**src/rtl/mem_port_arbiter.sv**
```systemverilog
// Shares one single-port SRAM between instruction fetch and data ports.
// Combinational grant with a DM-streak fairness cap; responses return one cycle after grant.
module mem_port_arbiter (
  input  logic        clk,
  input  logic        rst,
  input  logic        im_req,
  input  logic [31:0] im_addr,
  output logic        im_gnt,
  output logic        im_valid,
  output logic [31:0] im_rdata,
  input  logic        dm_req,
  input  logic        dm_read,
  input  logic [3:0]  dm_web,
  input  logic [31:0] dm_addr,
  input  logic [31:0] dm_wdata,
  output logic        dm_gnt,
  output logic        dm_valid,
  output logic [31:0] dm_rdata,
  output logic        sram_cs,
  output logic        sram_oe,
  output logic [3:0]  sram_web,
  output logic [13:0] sram_a,
  output logic [31:0] sram_di,
  input  logic [31:0] sram_do
);

  localparam logic [1:0] IDLE      = 2'd0;
  localparam logic [1:0] RSP_IM    = 2'd1;
  localparam logic [1:0] RSP_DM_RD = 2'd2;
  localparam logic [1:0] RSP_DM_WR = 2'd3;

  logic [1:0]  state;
  logic [1:0]  state_next;
  logic [1:0]  dm_streak;
  logic        force_im;
  logic        dm_store;
  logic [31:0] im_rdata_q;
  logic [31:0] dm_rdata_q;
  logic        unused_addr_bits;

  assign unused_addr_bits = ^{im_addr[31:16], im_addr[1:0], dm_addr[31:16], dm_addr[1:0]};

  assign force_im = im_req && (dm_streak == 2'd3);
  assign im_gnt   = rst && im_req && (!dm_req || force_im);
  assign dm_gnt   = rst && dm_req && !force_im;
  assign dm_store = dm_gnt && !dm_read;

  always_comb begin
    sram_cs  = 1'b0;
    sram_oe  = 1'b0;
    sram_web = 4'hf;
    sram_a   = '0;
    sram_di  = '0;
    if (im_gnt) begin
      sram_cs = 1'b1;
      sram_oe = 1'b1;
      sram_a  = im_addr[15:2];
    end else if (dm_gnt) begin
      sram_cs = 1'b1;
      sram_a  = dm_addr[15:2];
      if (dm_read) begin
        sram_oe = 1'b1;
      end else begin
        sram_web = dm_web;
        sram_di  = dm_wdata;
      end
    end
  end

  always_comb begin
    state_next = IDLE;
    if (im_gnt)        state_next = RSP_IM;
    else if (dm_store) state_next = RSP_DM_WR;
    else if (dm_gnt)   state_next = RSP_DM_RD;
  end

  assign im_valid = rst && (state == RSP_IM);
  assign dm_valid = rst && ((state == RSP_DM_RD) || (state == RSP_DM_WR));

  // Read data bypasses straight from the SRAM during the response cycle so it
  // lines up with the valid pulse; the registered copy holds it afterwards.
  assign im_rdata = im_valid ? sram_do : im_rdata_q;
  assign dm_rdata = (rst && (state == RSP_DM_RD)) ? sram_do : dm_rdata_q;

  always_ff @(posedge clk) begin
    if (!rst) begin
      state      <= IDLE;
      dm_streak  <= '0;
      im_rdata_q <= '0;
      dm_rdata_q <= '0;
    end else begin
      state <= state_next;
      if (!im_req || im_gnt)
        dm_streak <= '0;
      else if (dm_gnt)
        dm_streak <= dm_streak + 2'd1;
      if (state == RSP_IM)
        im_rdata_q <= sram_do;
      if (state == RSP_DM_RD)
        dm_rdata_q <= sram_do;
    end
  end

endmodule

```
**config.mk**
```make
export PLATFORM = sky130hd
export DESIGN_NAME = mem_port_arbiter
export DESIGN_NICKNAME = d
export VERILOG_FILES = /design/src/rtl/mem_port_arbiter.sv
export SDC_FILE = /design/constraint.sdc
export NUM_CORES = 1
export LEC_CHECK = 0
export ABC_AREA = 1
export ABC_CLOCK_PERIOD_IN_PS = 2000
export BUFFER_PORTS_ARGS = -buffer_cell sky130_fd_sc_hd__clkbuf_2
export CELL_PAD_IN_SITES_DETAIL_PLACEMENT = 1
export CELL_PAD_IN_SITES_GLOBAL_PLACEMENT = 1
export CORE_MARGIN = 5
export CORE_UTILIZATION = 26
export CTS_CLUSTER_SIZE = 30
export DETAILED_ROUTE_END_ITERATION = 8
export PLACE_DENSITY_LB_ADDON = 0.1
export SETUP_SLACK_MARGIN = 0.3
export SLEW_MARGIN = 20
export SYNTH_ARGS = -nofsm -noshare
export SYNTH_HDL_FRONTEND = slang
export SYNTH_SLANG_ARGS = --single-unit
```
**constraint.sdc**
```tcl
create_clock -name clk -period 2 [get_ports clk]
set_clock_uncertainty 0.1 [all_clocks]
set_input_delay 0.5 -clock clk [delete_from_list [all_inputs] [get_ports clk]]
set_output_delay 0.5 -clock clk [all_outputs]
set_load 0.05 [all_outputs]
```
==> metrics.yaml, run 1 <==
synth_warnings: 0
die_w_microns: 126.7
place_congestion: 0.8107
start_util_pct: 26.62
port_buffers: 220
cts_resized: 268
cts_sinks: 68
hold_buffers: 0
die_h_microns: 126.7
syn_nets: 714
synthesis.area_sq_um: 3540
place_ws_ns: -0.1871
htreeDepth: 3
avgSynthCellArea_sq_um: 6.145
postCtsSetupBuffers: 22
cts_buffers: 9
cts-root-buf: "clkbuf_16"
ys_seq_area_share_pct: 38.46
place_inst: 1011
status: "stopped before the end"
error_message: "[ERROR DPL-0033] detailed placement checks failed during check placement."
synth_cells: 576
dpl.hpwl_mm: 15.06
ioPinCount: 257
ys_ff_latch: 68
clockBufferDepth: 2
synthDistinctLibCells: 14
num_rows: 42
lastStage: "clock tree synthesis (4_1_cts)"
place_area_sq_um: 8503
kinds of logic after synthesis:
kind of cell,count (synthesis),synth area share (%)
AND/OR/NAND/NOR,454,54.05
buffers and inverters,53,7.140
adder cells (fa/ha/maj),1,0.3534
flip-flops,68,38.46
per-stage QoR:
step                hold slack [ns]  TNS (ns)  util (%)
detailed placement           0.3339    -10.89     63.96
floorplan                    0.2983         0         -
global placement             0.3105    -6.964     63.96
cell usage after synthesis:
master	count	area, sq um
nand2_1	252	945.9
nand3_1	161	805.8
dfxtp_1	68	1361
nor2_1	38	142.6
buf_2	31	155.2
inv_1	8	30.03
clkbuf_1	6	22.52
buf_4	4	30.03
inv_2	2	7.510
nand2_2	2	12.51
buf_1	1	3.750
clkinv_1	1	3.750
ha_1	1	12.51
nor2_2	1	6.260
==> run 2: changes to the inputs <==
Settings changed: CELL_PAD_IN_SITES_DETAIL_PLACEMENT 1 to default, CELL_PAD_IN_SITES_GLOBAL_PLACEMENT 1 to default, CORE_UTILIZATION 26 to 40, CTS_CLUSTER_SIZE 30 to default, PLACE_DENSITY_LB_ADDON 0.1 to 0.15, SETUP_SLACK_MARGIN 0.3 to default.
==> metrics.yaml, run 2 <==
synth_ff_type: "dfxtp_1"
gr-total-overflow: 0
drcViolationCount: 0
grtUsageTotal_pct: 31.19
cts_buffers: 9  # unchanged
status: "finished, violations left"
reg.largest.list: "dm_rdata_q: 32 flops, im_rdata_q: 32 flops"
dr_total_vias: 6160
cp_data_arrival_time_ns: 1.65
synthArstFlopShare_pct: 0  # unchanged
p_switching_mw: 1.853
yosys-top-cells-area: "dfxtp_1 (38%), nand2_1 (27%), nand3_1 (23%)"
max_freq_ghz: 0.4448
rsz0062_at_grt: "yes"
yosysMostFrequentCell: "nand2_1"
intPower_mw: 2.885
whs_ns: 0.3517
drive_gt1_share_pct: 62.34
ff2ff_setup_slack_ns: 0.17
max_cap_violations: 0
start_util_pct: 40.79  # +14 points
finalSetupViolations: 118
period_share_pct: 112.4
pwr-share-seq_pct: 31.5
grt_pass1_vias: 5501
pwr-share-comb_pct: 41.7
num_rows: 34  # -19%
dpl.hpwl_mm: 10.72  # -29%
cp.required_ns: 1.40
period_minus_slack_ns: 2.248
dieArea_sq_um: 10830
antenna_left: 0
path_max_fanout: 14
cts_tree: "done"
routedWlPerCell_microns: 28.05
final_util_pct: 97.77
synth_top_area_share_pct: 38.46  # unchanged
pwr-share-clk_pct: 26.8
min_path_type: "in -> reg"
grt_max_degree: 35
syn_nets: 714  # unchanged
synthesis.area_sq_um: 3540  # unchanged
maxSlewHeadroom_pct: 76.50
avgSynthCellArea_sq_um: 6.145  # unchanged
vdd_drop_max_uv: 389.0
ys_seq_area_share_pct: 38.46  # unchanged
tightest_slew_ns: 0.3517
drt_pass1_iterations: 6
p_per_area_nw_per_um2: 558.4
num_antenna_cells: 0
core-area_sq_um: 8678
hold_buffers: 0  # unchanged
grt_pass1_wl_mm: 27.57
die_h_microns: 104.1  # -18%
routed_via_density: 6.450
final_nets: 980
layout_common_cells: "nand2_1 (141), nand3_1 (103), clkbuf_2 (100)"
clkTransAtPathRegs_ns: 0.08
synthDistinctLibCells: 14  # unchanged
synth_edf_count: 0  # unchanged
clk_latency_ns: 0.34
swShare_pct: 39.11
final_common_cell: "nand2_1"
p_leak_nw: 4.048
ioPinCount: 257  # unchanged
cp-end-kind: "primary output"
finalPower_mw: 4.738
violations: "negative setup slack"
port_buffers: 220  # unchanged
synth_cells: 576  # unchanged
place_congestion: 0.9080  # +12%
htreeDepth: 3  # unchanged
die_w_microns: 104.1  # -18%
worst_slack_ns: -0.2483
synth_warnings: 0  # unchanged
cts_sinks: 68  # unchanged
setup_tns_ns: -16.91
worstSetupPathType: "reg -> out"
synthTopCellsByCount: "nand2_1 (252), nand3_1 (161), dfxtp_1 (68), nor2_1 (38), buf_2 (31)"
synth_top_area_cell: "dfxtp_1"
clockBufferDepth: 2  # unchanged
drv_slew: 0
area.growth.synth_to_final_pct: 139.7
drt_wl_total_mm: 26.79
worst_setup_path_start_kind: "flip-flop"
antenna_found_initial: 0
drt_iter0_markers: 795
ys_ff_latch: 68  # unchanged
cts-root-buf: "clkbuf_8"
hold_viol_final: 0
[run 2: cell counts after synthesis]
Identical to the previous run, type by type.
[run 2: cell type report]
cell class	instances	area (sq um)
inverter	11	66.31
sequential	68	1371
fill	121	193.9
timing repair buffer	297	3537
clock buffer	13	168.9
clock inverter	3	43.79
multi-input combinational	455	3162
tap	108	135.1
[run 2: logic make-up (layout without fill, tap and decap cells)]
| kind of cell | Yosys count | in the layout | share of synthesized area (%) |
|---|---|---|---|
| buffers and inverters | 53 | 324 | 7.140 |
| DFF | 68 | 68 | 38.46 |
| and+or+nand+nor | 454 | 454 | 54.05 |
| adders and majority gates | 1 | 1 | 0.3534 |
[run 2: routing by layer]
| metal | share of wire [%] | track usage, % |
|---|---|---|
| met5 | 0 | 0 |
| met4 | 10 | 15.45 |
| met3 | 12 | 10.68 |
| met2 | 47 | 56.69 |
| met1 | 32 | 31.42 |
[run 2: critical path, stage by stage, from the launching register on]
cell     delay, ns
dfxtp_4       0.38
inv_6         0.05
nor2_4        0.20
buf_8         0.20
nand3_1       0.15
nand2_1       0.17
buf_8         0.16
[run 2: power groups by stage]
stage               registers, mW  logic (mW)  clock network (mW)
CTS                          1.46        1.63                1.21
finish                       1.49        1.98                1.27
floorplan                    1.48       0.771                   0
global route                 1.49        2.01                1.32
global placement             1.48        1.34                   0
detailed placement           1.49        1.36                   0
[run 2: worst paths after layout]
path | startpoint | endpoint | cells past startpoint
worst max register to register | state[0]$_SDFF_PN0_ | dm_rdata_q[13]$_SDFFE_PN0N_ | 6
worst min-delay path | sram_do[25] | dm_rdata_q[25]$_SDFFE_PN0N_ | 3
worst min register to register | dm_rdata_q[12]$_SDFFE_PN0N_ | dm_rdata_q[12]$_SDFFE_PN0N_ | 2
worst max-delay path | state[0]$_SDFF_PN0_ | im_rdata[21] | 6
[run 2: per-stage QoR]
step	worst slack (ns)	area (sq um)	std cells
after global routing	-0.2773	8484	955
after floorplan	-0.1640	3582	576
after CTS	-0.1238	7472	943
after detailed placement	-0.09091	5863	909
final	-0.2483	8484	955
after global placement	-0.07379	5863	909
[run 2: what timing repair did]
action	in CTS	in global routing
pin swaps	37	29
cloned	7	5
gates resized for setup	288	253
setup buffers	11	8
endpoints found under the setup margin	119	119
Note: power is estimated with default switching activity, not from simulation.
==> run 3: changes to the inputs <==
Settings changed: CTS_BUF_LIST from default to sky130_fd_sc_hd__clkbuf_8 sky130_fd_sc_hd__clkbuf_16, SKIP_CTS_REPAIR_TIMING from default to 1.
==> metrics.yaml, run 3 <==
synthArstFlopShare_pct: 0  # unchanged
synthTopCellsByCount: "nand2_1 (252), nand3_1 (161), dfxtp_1 (68), nor2_1 (38), buf_2 (31)"
synth_ff_type: "dfxtp_1"
synth_cells: 576  # unchanged
ys_seq_area_share_pct: 38.46  # unchanged
gr-total-overflow: 295
htreeDepth: 3  # unchanged
grt_max_degree: 35
start_util_pct: 40.79  # unchanged
dpl.hpwl_mm: 10.72  # unchanged
endpoint_type: "primary output"
yosysMostFrequentCell: "nand2_1"
die_w_microns: 104.1  # unchanged
error_message: "[ERROR GRT-0232] Routing congestion too high. Check the congestion heatmap in the GUI."
grt-worst-endpoint: "sram_di[12]"
synth_edf_count: 0  # unchanged
ys_ff_latch: 68  # unchanged
die_h_microns: 104.1  # unchanged
synthesis.area_sq_um: 3540  # unchanged
status: "stopped before the end"
cts_buffers: 9  # unchanged
place_congestion: 0.9080  # unchanged
yosys-top-cells-area: "dfxtp_1 (38%), nand2_1 (27%), nand3_1 (23%)"
antenna_found_initial: 1
ioPinCount: 257  # unchanged
place_ws_ns: -0.09091  # unchanged
num_rows: 34  # unchanged
avgSynthCellArea_sq_um: 6.145  # unchanged
synthDistinctLibCells: 14  # unchanged
lastStage: "global routing (5_1_grt)"
grtUsageTotal_pct: 83.01
synth_top_area_share_pct: 38.46  # unchanged
cts-root-buf: "clkbuf_8"
synth_warnings: 0  # unchanged
cts_sinks: 68  # unchanged
port_buffers: 220  # unchanged
clockBufferDepth: 2  # unchanged
synth_top_area_cell: "dfxtp_1"
syn_nets: 714  # unchanged
## run 3: cell counts after synthesis
No cell type changed its count.
## run 3: stage by stage
| step | hold WS [ns] | std cells | utilization [%] | cell area [sq um] | setup TNS (ns) |
|---|---|---|---|---|---|
| global placement | 0.3082 | 909 | 67.56 | 5863 | -1.510 |
| CTS | 0.3149 | 925 | 70.01 | 6076 | -19.21 |
| detailed placement | 0.3272 | 909 | 67.56 | 5863 | -2.817 |
| floorplan | 0.2986 | 576 | - | 3582 | -5.038 |
## run 3: cell families after synthesis
kind of cell	share of synthesized area, %
simple gates	54.05
flops	38.46
buf+inv	7.140
fa+ha+maj	0.3534
## run 3: metal layers
metal | global-route usage [%] | overflow
met1 | 79.27 | 3
met2 | 100.4 | 173
met3 | 68.90 | 5
met4 | 90.84 | 114
met5 | 15.71 | 0
